File: src/rtl/fpmult_pkg.sv
`default_nettype none
// ============================================================================
// Module      : fpmult_pkg
// Description : Shared field widths, exponent bias, flag-bit positions and
//               result-class encoding for the multiplier round/pack stage.
// Revision    : 1.0 - initial release
// ============================================================================
package fpmult_pkg;

  localparam int EXPONENT = 5;
  localparam int MANTISSA = 10;
  localparam int DWIDTH   = 1 + EXPONENT + MANTISSA;
  localparam int BIAS     = 15;

  // Bit positions inside the Flags vector {inexact, overflow, underflow, invalid}
  localparam int NFLAGS         = 4;
  localparam int FLAG_INEXACT   = 3;
  localparam int FLAG_OVERFLOW  = 2;
  localparam int FLAG_UNDERFLOW = 1;
  localparam int FLAG_INVALID   = 0;

  typedef logic [NFLAGS-1:0] flags_t;

  // Special-case class decided in S1, consumed by the S2 packer
  typedef enum logic [2:0] {
    RES_NORMAL = 3'd0,
    RES_ZERO   = 3'd1,
    RES_OVF    = 3'd2,
    RES_UNF    = 3'd3,
    RES_NAN    = 3'd4
  } res_class_t;

endpackage
`default_nettype wire

File: src/rtl/fpmult_rne_select.sv
`default_nettype none
// ============================================================================
// Module      : fpmult_rne_select
// Description : Round-to-nearest-even decision and mantissa/exponent select.
//               Chooses between the truncated and incremented candidates and
//               takes the carry exponent when the mantissa increment wraps.
// Revision    : 1.0 - initial release
// ============================================================================
module fpmult_rne_select
  import fpmult_pkg::*;
(
  input  logic [EXPONENT-1:0] i_round_e,
  input  logic [EXPONENT-1:0] i_round_ep,
  input  logic [MANTISSA-1:0] i_round_m,
  input  logic [MANTISSA-1:0] i_round_mp,
  input  logic                i_g,
  input  logic                i_r,
  input  logic                i_s,
  output logic [EXPONENT-1:0] o_e,
  output logic [MANTISSA-1:0] o_m
);

  logic w_up;

  // Round up above the halfway point, or exactly at it when the LSB is odd
  always_comb begin
    w_up = i_g && (i_r || i_s || i_round_m[0]);
    o_e  = i_round_e;
    o_m  = i_round_m;
    if (w_up) begin
      o_m = i_round_mp;
      if (&i_round_m) begin
        o_e = i_round_ep;
      end
    end
  end

endmodule
`default_nettype wire

File: src/rtl/fpmult_round_pack.sv
`default_nettype none
// ============================================================================
// Module      : fpmult_round_pack
// Description : Two-stage rounding and packing back end of the FP multiplier.
//               S1 registers the rounded fields and special-case class,
//               S2 registers the packed result and exception flags.
//               Valid/ready handshake on both sides, 1 result per cycle.
//               Optional macro FPMULT_ROUND_FLAGS_EN builds the flag logic;
//               without it Flags is constant zero.
// Revision    : 1.0 - initial release
// ============================================================================
module fpmult_round_pack
  import fpmult_pkg::*;
(
  input  logic                clk,
  input  logic                rst,
  input  logic                in_valid,
  output logic                in_ready,
  input  logic [EXPONENT-1:0] RoundE,
  input  logic [EXPONENT-1:0] RoundEP,
  input  logic [MANTISSA-1:0] RoundM,
  input  logic [MANTISSA-1:0] RoundMP,
  input  logic                Sign,
  input  logic                G,
  input  logic                R,
  input  logic                S,
  input  logic                ExpOvf,
  input  logic                ExpUnf,
  input  logic                InNaN,
  input  logic                InZero,
  output logic                out_valid,
  input  logic                out_ready,
  output logic [DWIDTH-1:0]   Z,
  output flags_t              Flags
);

  localparam logic [EXPONENT-1:0] C_EXP_ONES  = {EXPONENT{1'b1}};
  localparam logic [EXPONENT-1:0] C_EXP_ZERO  = {EXPONENT{1'b0}};
  localparam logic [MANTISSA-1:0] C_MAN_ZERO  = {MANTISSA{1'b0}};
  localparam logic [MANTISSA-1:0] C_MAN_QNAN  = {1'b1, {(MANTISSA-1){1'b0}}};

  // Pipeline state
  logic                r_s1_valid;
  logic                r_s1_sign;
  logic [EXPONENT-1:0] r_s1_e;
  logic [MANTISSA-1:0] r_s1_m;
  res_class_t          r_s1_class;
  logic                r_s2_valid;
  logic [DWIDTH-1:0]   r_z;

  logic                w_s1_adv;
  logic                w_in_fire;
  logic [EXPONENT-1:0] w_sel_e;
  logic [MANTISSA-1:0] w_sel_m;
  res_class_t          w_class;
  logic [DWIDTH-1:0]   w_z;

  assign w_s1_adv  = !r_s2_valid || out_ready;
  assign in_ready  = !r_s1_valid || !r_s2_valid || out_ready;
  assign w_in_fire = in_valid && in_ready;
  assign out_valid = r_s2_valid;
  assign Z         = r_z;

  fpmult_rne_select u_rne_select (
    .i_round_e  (RoundE),
    .i_round_ep (RoundEP),
    .i_round_m  (RoundM),
    .i_round_mp (RoundMP),
    .i_g        (G),
    .i_r        (R),
    .i_s        (S),
    .o_e        (w_sel_e),
    .o_m        (w_sel_m)
  );

  // Classify the result; a rounded exponent reaching all ones is an overflow
  always_comb begin
    w_class = RES_NORMAL;
    if (InNaN) begin
      w_class = RES_NAN;
    end else if (InZero) begin
      w_class = RES_ZERO;
    end else if (ExpOvf || (w_sel_e == C_EXP_ONES)) begin
      w_class = RES_OVF;
    end else if (ExpUnf) begin
      w_class = RES_UNF;
    end
  end

  // S1: capture rounded fields on input transfer; valid follows in_ready
  always_ff @(posedge clk or negedge rst) begin
    if (!rst) begin
      r_s1_valid <= 1'b0;
      r_s1_sign  <= 1'b0;
      r_s1_e     <= C_EXP_ZERO;
      r_s1_m     <= C_MAN_ZERO;
      r_s1_class <= RES_NORMAL;
    end else begin
      if (in_ready) begin
        r_s1_valid <= in_valid;
      end
      if (w_in_fire) begin
        r_s1_sign  <= Sign;
        r_s1_e     <= w_sel_e;
        r_s1_m     <= w_sel_m;
        r_s1_class <= w_class;
      end
    end
  end

  // Pack the S1 fields into the final encoding
  always_comb begin
    w_z = {r_s1_sign, r_s1_e, r_s1_m};
    case (r_s1_class)
      RES_NAN:  w_z = {1'b0, C_EXP_ONES, C_MAN_QNAN};
      RES_ZERO: w_z = {r_s1_sign, C_EXP_ZERO, C_MAN_ZERO};
      RES_UNF:  w_z = {r_s1_sign, C_EXP_ZERO, C_MAN_ZERO};
      RES_OVF:  w_z = {r_s1_sign, C_EXP_ONES, C_MAN_ZERO};
      default:  w_z = {r_s1_sign, r_s1_e, r_s1_m};
    endcase
  end

  // S2: output register, frozen while the consumer stalls
  always_ff @(posedge clk or negedge rst) begin
    if (!rst) begin
      r_s2_valid <= 1'b0;
      r_z        <= '0;
    end else if (w_s1_adv) begin
      r_s2_valid <= r_s1_valid;
      if (r_s1_valid) begin
        r_z <= w_z;
      end
    end
  end

`ifdef FPMULT_ROUND_FLAGS_EN
  logic   r_s1_inexact;
  flags_t r_flags;
  flags_t w_flags;

  // Inexact is known from the discarded bits before rounding
  always_ff @(posedge clk or negedge rst) begin
    if (!rst) begin
      r_s1_inexact <= 1'b0;
    end else if (w_in_fire) begin
      r_s1_inexact <= G || R || S;
    end
  end

  // NaN and exact zero never report inexact
  always_comb begin
    w_flags = '0;
    case (r_s1_class)
      RES_NAN: begin
        w_flags[FLAG_INVALID] = 1'b1;
      end
      RES_OVF: begin
        w_flags[FLAG_OVERFLOW] = 1'b1;
        w_flags[FLAG_INEXACT]  = r_s1_inexact;
      end
      RES_UNF: begin
        w_flags[FLAG_UNDERFLOW] = 1'b1;
        w_flags[FLAG_INEXACT]   = r_s1_inexact;
      end
      RES_NORMAL: begin
        w_flags[FLAG_INEXACT] = r_s1_inexact;
      end
      default: w_flags = '0;
    endcase
  end

  // Flags travel alongside Z in S2
  always_ff @(posedge clk or negedge rst) begin
    if (!rst) begin
      r_flags <= '0;
    end else if (w_s1_adv && r_s1_valid) begin
      r_flags <= w_flags;
    end
  end

  assign Flags = r_flags;
`else
  assign Flags = '0;
`endif

endmodule
`default_nettype wire

File: config.mk
export PLATFORM = sky130hd
export DESIGN_NAME = fpmult_round_pack
export DESIGN_NICKNAME = d
export VERILOG_FILES = /design/src/rtl/fpmult_pkg.sv /design/src/rtl/fpmult_rne_select.sv /design/src/rtl/fpmult_round_pack.sv
export SDC_FILE = /design/constraint.sdc
export NUM_CORES = 1
export LEC_CHECK = 0
export CORE_MARGIN = 5
export CORE_UTILIZATION = 45
export CTS_BUF_LIST = sky130_fd_sc_hd__clkbuf_4 sky130_fd_sc_hd__clkbuf_8 sky130_fd_sc_hd__clkbuf_16
export CTS_CLUSTER_DIAMETER = 30
export DETAILED_ROUTE_END_ITERATION = 12
export PLACE_DENSITY_LB_ADDON = 0.1
export SLEW_MARGIN = 5
export SYNTH_ARGS = -nofsm -noshare
export SYNTH_HDL_FRONTEND = slang
export SYNTH_SLANG_ARGS = --single-unit
File: constraint.sdc
create_clock -name clk -period 2.9 [get_ports clk]
set_input_delay 0.435 -clock clk [delete_from_list [all_inputs] [get_ports clk]]
set_output_delay 0.435 -clock clk [all_outputs]
set_load 0.01 [all_outputs]
# Word level (Yosys, flattened, before mapping)
# Index checks and enable logic that the tools add are counted.
word_totals:
  reg_bits: 37
  word_cells: 33
  output_inout_bits: 22
  in_bits: 42
op_classes:
  n_eq_ne: 5
  n_mux: 8
  reduce_logical: 13
ops:
  columns: ["operator", "n"]
  rows:
  - ["16-bit case mux with 3 select lines", 1]
  - ["10-bit two-way mux", 1]
  - ["5-bit two-way mux", 2]
  - ["10-bit AND reduction", 1]
  - ["3-bit by 2-bit equality test with 1-bit output, second input constant", 2]
  - ["1-bit logical OR", 6]
  - ["2-bit two-way mux", 3]
  - ["5-bit equality test, second input constant", 1]
  - ["3-bit by 1-bit equality test with 1-bit output, second input constant", 1]
  - ["3-bit equality test, second input constant", 1]
  - ["3-bit two-way mux", 1]
  - ["1-bit logical AND", 2]
  - ["1-bit logical NOT", 2]
  - ["2-bit AND reduction", 1]
  - ["2-bit OR reduction", 1]

# Depth between registers and ports, before layout
depth:
  word_depth: 9
  mapped_depth: 5
  depth_no_buf: 5

# Cells and area by module
# A second synthesis with hierarchy kept.
hier_totals:
  cells_unflattened: 148
  area_unflattened_um2: 1874.3
modules_own_cells:
  columns: ["module", "seq_area_each_um2", "instances", "cells_each", "area_each_um2"]
  rows:
  - ["fpmult_round_pack", 925.9, 1, 126, 1641.6]
  - ["fpmult_rne_select", 0.0, 1, 22, 232.7]

# Worst setup path after synthesis
# No wires, ideal clock.
synth_timing:
  path_kind: "input to register"
  startpoint: "input RoundM[4]"
  endpoint: "register r_s1_class[0]"
  n_path_buf: 0
  cell_stages: 5
  slack_ps: 1078
  setup_ps: 121
  required_ps: 2779
  arrival_ps: 1701
  cell_sequence: "nand4_1 -> nor4_4 -> mux2_2 -> a32oi_1 -> o21ai_1"
synth_via:
  elab_chain_len: 8
synth_rtl:
  columns: ["item", "line_no", "text"]
  rows:
  - ["start, declared", "fpmult_round_pack.sv:21", "input logic [MANTISSA-1:0] RoundM,"]
  - ["10-bit AND reduction", "fpmult_rne_select.sv:32", "if (&i_round_m) begin"]
  - ["5-bit two-way mux", "fpmult_rne_select.sv:32", null]
  - ["5-bit two-way mux", "fpmult_rne_select.sv:30", "if (w_up) begin"]
  - ["5-bit equality test", "fpmult_round_pack.sv:83", "end else if (ExpOvf || (w_sel_e == C_EXP_ONES)) begin"]
  - ["1-bit logical OR", "fpmult_round_pack.sv:83", null]
  - ["2-bit two-way mux", "fpmult_round_pack.sv:83", null]
  - ["2-bit two-way mux", "fpmult_round_pack.sv:81", "end else if (InZero) begin"]
  - ["3-bit two-way mux", "fpmult_round_pack.sv:79", "if (InNaN) begin"]
  - ["end signal, assigned", "fpmult_round_pack.sv:106", "r_s1_class <= w_class;"]
  - ["end, declared", "fpmult_round_pack.sv:47", "res_class_t r_s1_class;"]
# No other way between the ends.
# A chain may end at the register's enable or synchronous reset.

# Final worst setup path
layout_timing:
  startpoint: "input out_ready"
  endpoint: "output in_ready"
layout_via:
  elab_chain_len: 1
layout_rtl:
  columns: ["item", "line_no", "text"]
  rows:
  - ["start, declared", "fpmult_round_pack.sv:32", "input logic out_ready,"]
  - ["1-bit logical OR", "fpmult_round_pack.sv:59", "assign in_ready = !r_s1_valid || !r_s2_valid || out_ready;"]
  - ["end, declared", "fpmult_round_pack.sv:18", "output logic in_ready,"]
# No other way between the ends.

==> flow_metrics.py <==
metrics = {
    "outcome": {
        "status": "complete, no violations",
    },
    "routing": {
        "drt-initial-drc-count": 61,
        "totalWireLength_um": 3850,
        "avgRoutedWirePerCell_um": 13.7,
        "ant_nets": 0,
        "vias_per_cell": 5.06,
        "vias": 1416,
        "drt_pass1_iterations": 4,
        "drc": 0,
    },
    "sta": {
        "finalSetupTns_ns": 0,
        "timing.final.crit_period_ns": 2.06,
        "rsz0062_at_grt": "false",
        "post-route-period-util": 0.711,
        "skew_ns": 0.00451,
        "worst_pin_slew_ns": 0.790,
        "max_freq_mhz": 485,
        "report.final.setup_viol": 0,
        "relSlewSlack": 0.473,
        "hold_viol_final": 0,
        "drv_slew": 0,
    },
    "critical_path": {
        "endpoint": "in_ready",
        "worstSetupPathType": "primary input to output port",
        "crit_path_max_fanout": 4,
        "crit_required_ns": 2.47,
        "crit_path_start_kind": "primary input",
        "worst_ep_arrival_time_ns": 1.63,
        "crit_path_start": "out_ready",
        "r2r_slack_ns": 1.26,
        "r2r.worst_path.cells": 5,
        "r2r-end": "r_s1_m[0]",
        "crit_path_end_kind": "output port",
        "worstReg2RegStart": "out_valid",
    },
    "die": {
        "die_area_um2": 5120,
        "die_width_um": 71.6,
        "core_um2": 3660,
        "start_util": 0.466,
        "ios": 64,
        "die_h_um": 71.6,
        "rows": 22,
    },
    "power": {
        "seqPwrFrac": 0.480,
        "swShare": 0.289,
        "clkPwrFrac": 0.241,
        "p_comb_frac": 0.279,
        "leakagePower_nw": 1.07,
        "pwr_density_cell_nw_per_um2": 578,
        "intPower_w": 0.000998,
        "power_switching_w": 0.000405,
        "ir_worst_vdd_uv": 276,
    },
    "layout": {
        "n_antenna_cell": 0,
        "final_cell_count_no_fill": 280,
        "final_cell_mix": "clkdlybuf4s50_1 (58), nand2_1 (38), dfrtp_1 (37)",
        "drive_gt1_frac": 0.0776,
        "syn_to_final_growth_pct": 42.3,
        "nNetsFinal": 273,
        "final_common_cell": "clkdlybuf4s50_1",
        "num-fill-cells": 308,
    },
    "clocking": {
        "cts-hold-fix-buffers": 0,
        "tritoncts": "done",
        "cts_made_buffers": 5,
        "ctsRootBufferMaster": "clkbuf_8",
        "htreeDepth": 2,
        "clk_latency_ns": 0.28,
        "cts.clk_slew.worst_paths_ns": 0.07,
        "post_cts_buffers": 0,
        "cts_resized": 0,
        "clockBufferDepth": 2,
        "cts_sinks": 37,
    },
    "global_route": {
        "grt_pass1_wl_um": 6450,
        "antenna_found_initial": 0,
        "grt_max_degree": 38,
        "grtUsageTotal": 0.158,
        "grt_pass1_vias": 1458,
        "gr-total-overflow": 0,
    },
    "logic_synthesis": {
        "synth_area_um2": 1710,
        "avgSynthCellArea_um2": 10.1,
        "syn_inst": 169,
        "yosys_warnings": 0,
        "yosysUniqueCellTypes": 28,
        "yosysSeqAreaShare": 0.543,
        "synth_seq_cells": 37,
    },
    "place": {
        "gp_routability_congestion": 0.723,
        "port_buffers": 59,
        "place_inst": 272,
        "hpwl_um": 3150,
    },
    "run": {
        "drv_cap": 0,
    },
    "worst_hold_path": {
        "holdCritPathClass": "primary input to async pin",
    },
}
## power by group through the flow
stage               logic (W)  clock network, W  registers, W
finish               0.000391          0.000338      0.000674
global route         0.000430          0.000366      0.000687
CTS                  0.000397          0.000346      0.000675
detailed placement   0.000396                 0      0.000685
global placement     0.000383                 0      0.000679
floorplan            0.000151                 0      0.000696
## layout make-up
type                    count  area [um^2]  share of cell area
flip-flops and latches     37          926               0.382
well taps                  48         60.1              0.0248
inverters                   3         11.3             0.00464
multi-input cells         121          727               0.300
clock buffers               5         68.8              0.0284
clock inverters             3         17.5             0.00722
repair buffers             63          616               0.254
## synth_stat cells
master     n  share of area
mux2i_1   14          0.082
a32oi_1    1         0.0051
a21oi_1    3         0.0088
nor4_4     1          0.012
dfrtp_1   37           0.54
o21ai_0   26          0.076
nand3_1    2         0.0059
nand2_1   38          0.084
and3b_1    1         0.0051
buf_4      4          0.018
and3_1     2         0.0073
xor2_1     1         0.0051
nand2b_1   3          0.011
o21ai_1    1         0.0029
clkbuf_1   6          0.013
o31ai_1    2         0.0088
buf_2      1         0.0029
nor2b_1    1         0.0037
nor3_1     1         0.0029
conb_1     1         0.0022
a22o_1     9          0.046
nand4_1    2         0.0073
nand3b_1   1         0.0044
xnor2_1    1         0.0051
inv_1      3         0.0066
mux2_2     3          0.020
a31oi_1    1         0.0037
nor2_1     3         0.0066
## worst min path at each step
stage / end / startpoint / slack [ns] / depth (start not counted)
5_1_grt: Z[8] / rst / 0.31 / 1
3_3_place_gp: Z[13] / Z[13] / 0.46 / 2
3_5_place_dp: Z[9] / Z[9] / 0.47 / 2
4_1_cts: Z[8] / rst / 0.26 / 1
2_1_floorplan: Z[0] / rst / 0.14 / 0
6_report: Z[8] / rst / 0.23 / 1
## logic make-up (layout without fill, tap and decap cells)
kind of cell,Yosys count,in the layout,synth area share
other,1,4,0.00220
and+or+nand+nor,55,55,0.150
xor gates and xnor gates,2,2,0.0103
buffers and inverters,14,74,0.0403
AOI/OAI and AO/OA,43,43,0.152
DFF,37,37,0.543
muxes,17,17,0.102
## worst max-delay path, stage by stage
cell and delay (ns):
clkdlybuf4s50_1 0.47, nand3b_1 0.16, clkdlybuf4s50_1 0.56
## through the flow
stage               hold slack, ns  power [W]  utilization  cell area, um^2  setup WS, ns
floorplan                    0.139   0.000848            -             1720          1.08
CTS                          0.260    0.00142        0.663             2430         0.831
global route                 0.307    0.00148        0.663             2430         0.767
detailed placement           0.473    0.00108        0.639             2340         0.664
finish                       0.232    0.00140        0.663             2430         0.839
global placement             0.463    0.00106        0.639             2340         0.697
## routing by layer
layer,vias up,GRT usage,routed length [um]
met1,655,0.196,1660
met2,53,0.277,1900
li1,706,-,-
met5,-,0,0
met3,2,0.0266,258
met4,0,0.0564,34
## flip-flops by register name (all words and copies together) (netlist names)
name / cells
Z: 16
r_s1_m: 10
r_s1_e: 5
r_s1_class: 3
out_valid: 1
r_s1_sign: 1
r_s1_valid: 1
(Power assumes the default switching activity.)
